<file path="config.mk">
export PLATFORM = sky130hd
export DESIGN_NAME = memory_access_stage
export DESIGN_NICKNAME = d
export VERILOG_FILES = /design/src/rtl/memory_access_stage.sv
export SDC_FILE = /design/constraint.sdc
export NUM_CORES = 1
export LEC_CHECK = 0
export ABC_AREA = 1
export BUFFER_PORTS_ARGS = -buffer_cell sky130_fd_sc_hd__buf_2
export CELL_PAD_IN_SITES_DETAIL_PLACEMENT = 1
export CELL_PAD_IN_SITES_GLOBAL_PLACEMENT = 1
export CORE_MARGIN = 4
export CORE_UTILIZATION = 38
export DETAILED_ROUTE_END_ITERATION = 6
export PLACE_DENSITY = 0.82
export SETUP_SLACK_MARGIN = 0.2
export SLEW_MARGIN = 20
export SYNTH_ARGS = -nofsm -noshare
export SYNTH_HDL_FRONTEND = slang
export SYNTH_SLANG_ARGS = --single-unit
export TNS_END_PERCENT = 1
</file>
<file path="constraint.sdc">
create_clock -name clk -period 2.6 [get_ports clk]
set_input_delay 0.13 -clock clk [delete_from_list [all_inputs] [get_ports clk]]
set_output_delay 0.13 -clock clk [all_outputs]
set_load 0.01 [all_outputs]
</file>
<file path="src/rtl/memory_access_stage.sv">
// MEM stage controller: runs loads/stores over a req/ack data-memory port,
// stalls upstream while an access is outstanding and registers the write-back
// bundle for the MEM/WB pipeline register. A sticky fault is raised if the
// memory never acknowledges within MAX_WAIT cycles.
module memory_access_stage #(
    parameter int unsigned DATA_W   = 16,
    parameter int unsigned MAX_WAIT = 8
) (
    input  logic              clk,
    input  logic              rst_n,
    // EX/MEM bundle
    input  logic              valid_in,
    input  logic [DATA_W-1:0] ALUresult_in,
    input  logic [DATA_W-1:0] storeData_in,
    input  logic              memRead_in,
    input  logic              memWrite_in,
    input  logic              wbs_in,
    input  logic              ni_in,
    output logic              stall_out,
    // Data-memory port
    output logic              mem_req,
    output logic              mem_we,
    output logic [DATA_W-1:0] mem_addr,
    output logic [DATA_W-1:0] mem_wdata,
    input  logic [DATA_W-1:0] mem_rdata,
    input  logic              mem_ack,
    // Write-back bundle
    output logic              valid_out,
    output logic              wbs_out,
    output logic [DATA_W-1:0] memData_out,
    output logic [DATA_W-1:0] ALUresult_out,
    output logic              ni_out,
    output logic              fault_out
);

    localparam int unsigned CntW = (MAX_WAIT > 2) ? $clog2(MAX_WAIT) : 1;
    localparam logic [CntW-1:0] CntLast = CntW'(MAX_WAIT - 1);

    typedef enum logic [1:0] {
        StIdle  = 2'd0,
        StWait  = 2'd1,
        StFault = 2'd2
    } state_e;

    state_e            state_q, state_d;
    logic [CntW-1:0]   cnt_q, cnt_d;

    // Latched access, held stable for the whole WAIT period
    logic              we_q, we_d;
    logic [DATA_W-1:0] addr_q, addr_d;
    logic [DATA_W-1:0] wdata_q, wdata_d;
    logic              wbs_q, wbs_d;
    logic              ni_q, ni_d;

    // Registered write-back bundle
    logic              valid_out_q, valid_out_d;
    logic              wbs_out_q, wbs_out_d;
    logic              ni_out_q, ni_out_d;
    logic [DATA_W-1:0] memdata_q, memdata_d;
    logic [DATA_W-1:0] alures_q, alures_d;

    logic mem_op;
    assign mem_op = memRead_in | memWrite_in;

    // Next-state logic for the FSM, latched access and write-back bundle
    always_comb begin
        state_d     = state_q;
        cnt_d       = cnt_q;
        we_d        = we_q;
        addr_d      = addr_q;
        wdata_d     = wdata_q;
        wbs_d       = wbs_q;
        ni_d        = ni_q;
        // Bubble by default: flags cleared, data fields hold
        valid_out_d = 1'b0;
        wbs_out_d   = 1'b0;
        ni_out_d    = 1'b0;
        memdata_d   = memdata_q;
        alures_d    = alures_q;

        case (state_q)
            StIdle: begin
                if (valid_in) begin
                    if (mem_op) begin
                        // Write wins when both flags are set
                        we_d    = memWrite_in;
                        addr_d  = ALUresult_in;
                        wdata_d = storeData_in;
                        wbs_d   = wbs_in;
                        ni_d    = ni_in;
                        cnt_d   = '0;
                        state_d = StWait;
                    end else begin
                        valid_out_d = 1'b1;
                        wbs_out_d   = wbs_in;
                        ni_out_d    = ni_in;
                        memdata_d   = '0;
                        alures_d    = ALUresult_in;
                    end
                end
            end
            StWait: begin
                if (mem_ack) begin
                    valid_out_d = 1'b1;
                    wbs_out_d   = wbs_q;
                    ni_out_d    = ni_q;
                    alures_d    = addr_q;
                    memdata_d   = we_q ? '0 : mem_rdata;
                    cnt_d       = '0;
                    state_d     = StIdle;
                end else if (cnt_q == CntLast) begin
                    state_d = StFault;
                end else begin
                    cnt_d = cnt_q + CntW'(1);
                end
            end
            StFault: begin
                // Terminal until reset
            end
            default: begin
                state_d = StIdle;
            end
        endcase
    end

    // State and pipeline registers
    always_ff @(posedge clk or negedge rst_n) begin
        if (!rst_n) begin
            state_q     <= StIdle;
            cnt_q       <= '0;
            we_q        <= 1'b0;
            addr_q      <= '0;
            wdata_q     <= '0;
            wbs_q       <= 1'b0;
            ni_q        <= 1'b0;
            valid_out_q <= 1'b0;
            wbs_out_q   <= 1'b0;
            ni_out_q    <= 1'b0;
            memdata_q   <= '0;
            alures_q    <= '0;
        end else begin
            state_q     <= state_d;
            cnt_q       <= cnt_d;
            we_q        <= we_d;
            addr_q      <= addr_d;
            wdata_q     <= wdata_d;
            wbs_q       <= wbs_d;
            ni_q        <= ni_d;
            valid_out_q <= valid_out_d;
            wbs_out_q   <= wbs_out_d;
            ni_out_q    <= ni_out_d;
            memdata_q   <= memdata_d;
            alures_q    <= alures_d;
        end
    end

    // Stall drops in the ack cycle so upstream advances on that edge
    assign stall_out = ((state_q == StIdle) & valid_in & mem_op)
                     | ((state_q == StWait) & ~mem_ack)
                     | (state_q == StFault);

    // mem_req is a pure function of the state register, so it is registered
    assign mem_req       = (state_q == StWait);
    assign mem_we        = we_q;
    assign mem_addr      = addr_q;
    assign mem_wdata     = wdata_q;
    assign fault_out     = (state_q == StFault);
    assign valid_out     = valid_out_q;
    assign wbs_out       = wbs_out_q;
    assign ni_out        = ni_out_q;
    assign memData_out   = memdata_q;
    assign ALUresult_out = alures_q;

endmodule

</file>
[Word-level counts from Yosys, hierarchy flattened]
Cells that the tools add are included.
Operators by class
  add/sub/neg operators: 1
  $mul: 0
  div/mod/pow operators: 0
  $lt $le $gt $ge: 0
  equal/unequal tests: 9
  shifts and indexed selects: 0
  mux-type cells: 31
  bitwise gates (word level): 8
  reductions and logical operators: 6
Operator list (number)
  2-to-1 mux 16 bit: 7
  one-hot mux 16 bit (2 select lines): 2
  2-to-1 mux 3 bit: 4
  AND reduction 4 bit: 3
  2-to-1 mux 1 bit: 9
  2-to-1 mux 2 bit: 4
  inequality test 2 bit, second input constant: 3
  one-hot mux 1 bit (2 select lines): 3
  one-hot mux 2 bit (3 select lines): 1
  one-hot mux 3 bit (2 select lines): 1
  adder 3 x 1 -> 3 bit, second input constant: 1
  AND 1 bit: 3
  == test 3 bit, second input constant: 1
  inequality test 3 x 1 -> 1 bit, second input constant: 1
  inequality test 3 bit, second input constant: 1
  OR 1 bit: 3
  AND reduction 3 bit: 1
  == test 2 x 1 -> 1 bit, second input constant: 1
  == test 2 bit, second input constant: 1
  logical NOT 2 bit: 1
  inequality test 2 x 1 -> 1 bit, second input constant: 1
  NOT 1 bit: 2
  nonzero test 2 bit: 1
Storage, ports and cells
  flip-flop bits (word level): 75
  bits in latches: 0
  memory bits (writable): 0
  bits in read-only memories: 0
  output and inout bits: 71
  memories kept: 0

[Longest topological paths before layout]
  word-level depth: 5
  mapped depth: 8
  depth with buffers taken out: 7

[Least setup slack after synthesis]
Ideal clock, no wire load.
  path kind: register -> register
  start: register state_q[0]
  end: register memdata_q[10], in the netlist memData_out[10]
  library setup time: 0.117 ns
  data arrival time: 1.099 ns
  required time: 2.483 ns
  path slack: 1.383 ns
  stages on the path, launching flop included: 7
  buffers on the path: 2
  period minus slack after synthesis: 1.217 ns
  path through: dfrtp_1 > buf_4 > nor2_4 > nand3_4 > clkbuf_1 > nand3_1 > nand2_1
On the way
  cells in the longest elaborated chain, start to end: 3
Ends and longest elaborated chain
  start: declaration: RTL line 45  | state_e state_q, state_d;
  start signal: assignment: RTL line 129  | state_q <= StIdle;
  start signal: assignment: RTL line 142  | state_q <= state_d;
  == test 2 x 1 -> 1 bit / logical NOT 2 bit (equally long branches): RTL line 81  | case (state_q)
  inequality test 2 x 1 -> 1 bit (no line), or another cell as far along
  AND reduction 4 bit (no line)
  end signal: assignment: RTL line 152  | memdata_q <= memdata_d;
  end: declaration: RTL line 59  | logic [DATA_W-1:0] memdata_q, memdata_d;
Several ways; a longest one is shown, not always the timed one.
A chain may end at the register's enable or synchronous reset.

[Worst setup path in the final report]
Ends and elaborated chain as after synthesis.

==> out/qor.txt <==
Status: complete, no violations
Drt drc: 0
Final period utilization: 0.780
Sequential area share after synthesis: 0.568
Post-CTS setup buffer count: 0
Mean number of vias per cell: 4.98
Initial antenna violation count: 0
IR drop worst, VDD: 0.000277 V
RSZ-0062 raised after global routing: no
Total power divided by cell area: 505 nW/um^2
Synth cell types: 24
Crit path kind: reg2reg
Clock Sinks: 75
Worst Tran Pin Value: 0.977 ns
Yosys top cell area share: 0.568
CP Capture Type: flop
Final worst setup slack: 0.571 ns
Core region area: 8340 um^2
Synth Register Bits: 75
Vias in the first global route: 3265
Most frequent cell after synthesis: nand2_1
Post-route ant nets: 0
Clk buf depth: 2
Max-cap violations: 0
Area leader, netlist: dfrtp_1
Die Width: 101 um
Gp weighted congestion: 0.749
Number of synthesized flops with an enable pin: 0
Htree depth: 3
Top post-synthesis cells by area: dfrtp_1, nand2_1, nand3_1, buf_4, buf_2
Syn_nets: 446
Drt wl/cell: 16.0 um
1st-iter DRT viols: 138
Register Area: 1880 um^2
Relative slew slack: 0.348
Final hold vios: 0
Hpwl dp: 6840 um
Min-delay worst type: in2reg
Most used flip-flop cell after synthesis: dfrtp_1
Hold WS: 0.0130 ns
Achievable Freq: 0.493 GHz
Synth Warn #: 0
Total CTS buffers: 9
DRT Wirelength: 9850 um
GRT Overall Usage: 0.201
Mapped Area: 3310 um^2
Ports: 127
Die ar.: 10300 um^2
Remaining Overflow, GRT: 0
Antenna diodes: 0
Gate Count Post-Synth: 388
Die Height: 101 um
Worst setup SP type: flop
Rows: 33
CP max FO: 33
Synth cell count leaders: nand2_1, nand3_1, dfrtp_1
Worst-path clk slew: 0.08 ns
CTS tree: built
Fin nets: 563
Clock Latency Late Sink: 0.35 ns
Final setup vio count: 0
Max Transition Viols Final: 0
Area delta synth->final: 25.6%
Total power: 2.10 mW
Worst slack at placement: 0.284 ns
Clock Skews: 0.0135 ns
Area of the multi-input gates: 1250 um^2
Share of cells above drive strength 1: 0.304
Starting Density: 0.396
Largest net degree at the start of global routing: 76
Setup TNS: 0 ns
First-pass GRT wire length: 16400 um
Critical path data arrival time: 2.31 ns
Drt pass-1 iters: 4
Final min period: 2.03 ns
Worst R2R Path Depth: 6
CP Data Required Time: 2.88 ns
Hold path depth: 3
CTS Root Cell: clkbuf_8
IO Port Bufs: 126
Mean Syn Cell Area: 8.52 um^2
Async set or reset register ratio after synthesis: 1.00
LEAKAGE: 2.56 nW
# fillers: 1034
Total number of vias: 3063
-- repair_timing --
item                       4_1_cts  5_1_grt
gates resized for setup          0        0
hold buffers                     2        0
setup endpoints to repair        0        0
hold endpoints to repair        76        0
-- through the flow --
stage          utilization  cell area, um^2  std cells
2_1_floorplan            -             3310        388
4_1_cts              0.497             4150        615
6_report             0.498             4150        615
5_1_grt              0.498             4150        615
3_3_place_gp         0.473             3950        597
3_5_place_dp         0.473             3950        597
-- cell usage in the layout (no fill, tap or decap), drive strengths merged --
cell type    instances
clkinvlp             1
buf                128
dlygate4sd3          2
clkinv               4
o21a                 1
nand4                1
nand3               84
nor2                12
o21ai               11
clkbuf              11
dfrtp               75
inv                 12
a31oi                1
nand2              159
ha                   2
nor3                 1
a21oi                5
-- sequential cells by signal (all words and copies together), names as in the netlist --
signal	count
ALUresult_out	16
cnt_q	3
memData_out	16
mem_addr	16
mem_wdata	16
mem_we	1
ni_out	1
ni_q	1
state_q	2
valid_out	1
wbs_out	1
wbs_q	1
-- area by class of cell --
class                      count  share of cell area
clock buffer                  11              0.0365
clock inverter                 5             0.00663
inverter                      12              0.0114
multi-input combinational    277               0.301
sequential                    75               0.452
tap                          105              0.0316
timing repair buffer         130               0.161
-- worst paths after layout --
path	end	slack, ns	from
min in group asynchronous	memData_out[1]$_DFFE_PN0P_	0.49	rst_n
worst max register to register	memData_out[10]$_DFFE_PN0P_	0.57	state_q[0]$_DFFE_PN0P_
worst min-delay path	mem_wdata[1]$_DFFE_PN0P_	0.01	storeData_in[1]
worst max-delay path	memData_out[10]$_DFFE_PN0P_	0.57	state_q[0]$_DFFE_PN0P_
max in group asynchronous	mem_wdata[4]$_DFFE_PN0P_	1.49	rst_n
worst min register to register	mem_wdata[3]$_DFFE_PN0P_	0.47	mem_wdata[3]$_DFFE_PN0P_
-- per-layer routing --
| metal | part of all wire | routed length (um) | GRT usage |
|---|---|---|---|
| met5 | 0 | 0 | 0 |
| met3 | 0.096 | 949 | 0.0730 |
| met2 | 0.44 | 4380 | 0.305 |
| met1 | 0.45 | 4430 | 0.274 |
| met4 | 0.0098 | 97 | 0.0491 |
-- worst max-delay path, stage by stage, from the launching register on --
cell and delay [ns]:
dfrtp_1 0.53, nand2_4 0.25, inv_4 0.24, nand2_4 0.26
nand2_4 0.39, nand3_1 0.15, nand2_1 0.11
-- power breakdown --
| group | internal, mW | total, mW | leakage [nW] | switching, mW |
|---|---|---|---|---|
| combinational | 0.0403 | 0.103 | 1.45 | 0.0632 |
| sequential | 1.17 | 1.17 | 1.01 | 0.000771 |
| clock | 0.392 | 0.826 | 0.0949 | 0.434 |
| total | 1.60 | 2.10 | 2.56 | 0.498 |
-- kinds of logic (layout without fill, tap and decap cells) --
logic type      after synthesis  count (layout)  share of synthesized area
simple gates                257             257                      0.340
flops                        75              75                      0.568
buf+inv                      36             158                     0.0568
compound gates               18              18                     0.0284
fa+ha+maj                     2               2                    0.00757
(Power assumes the default switching activity.)
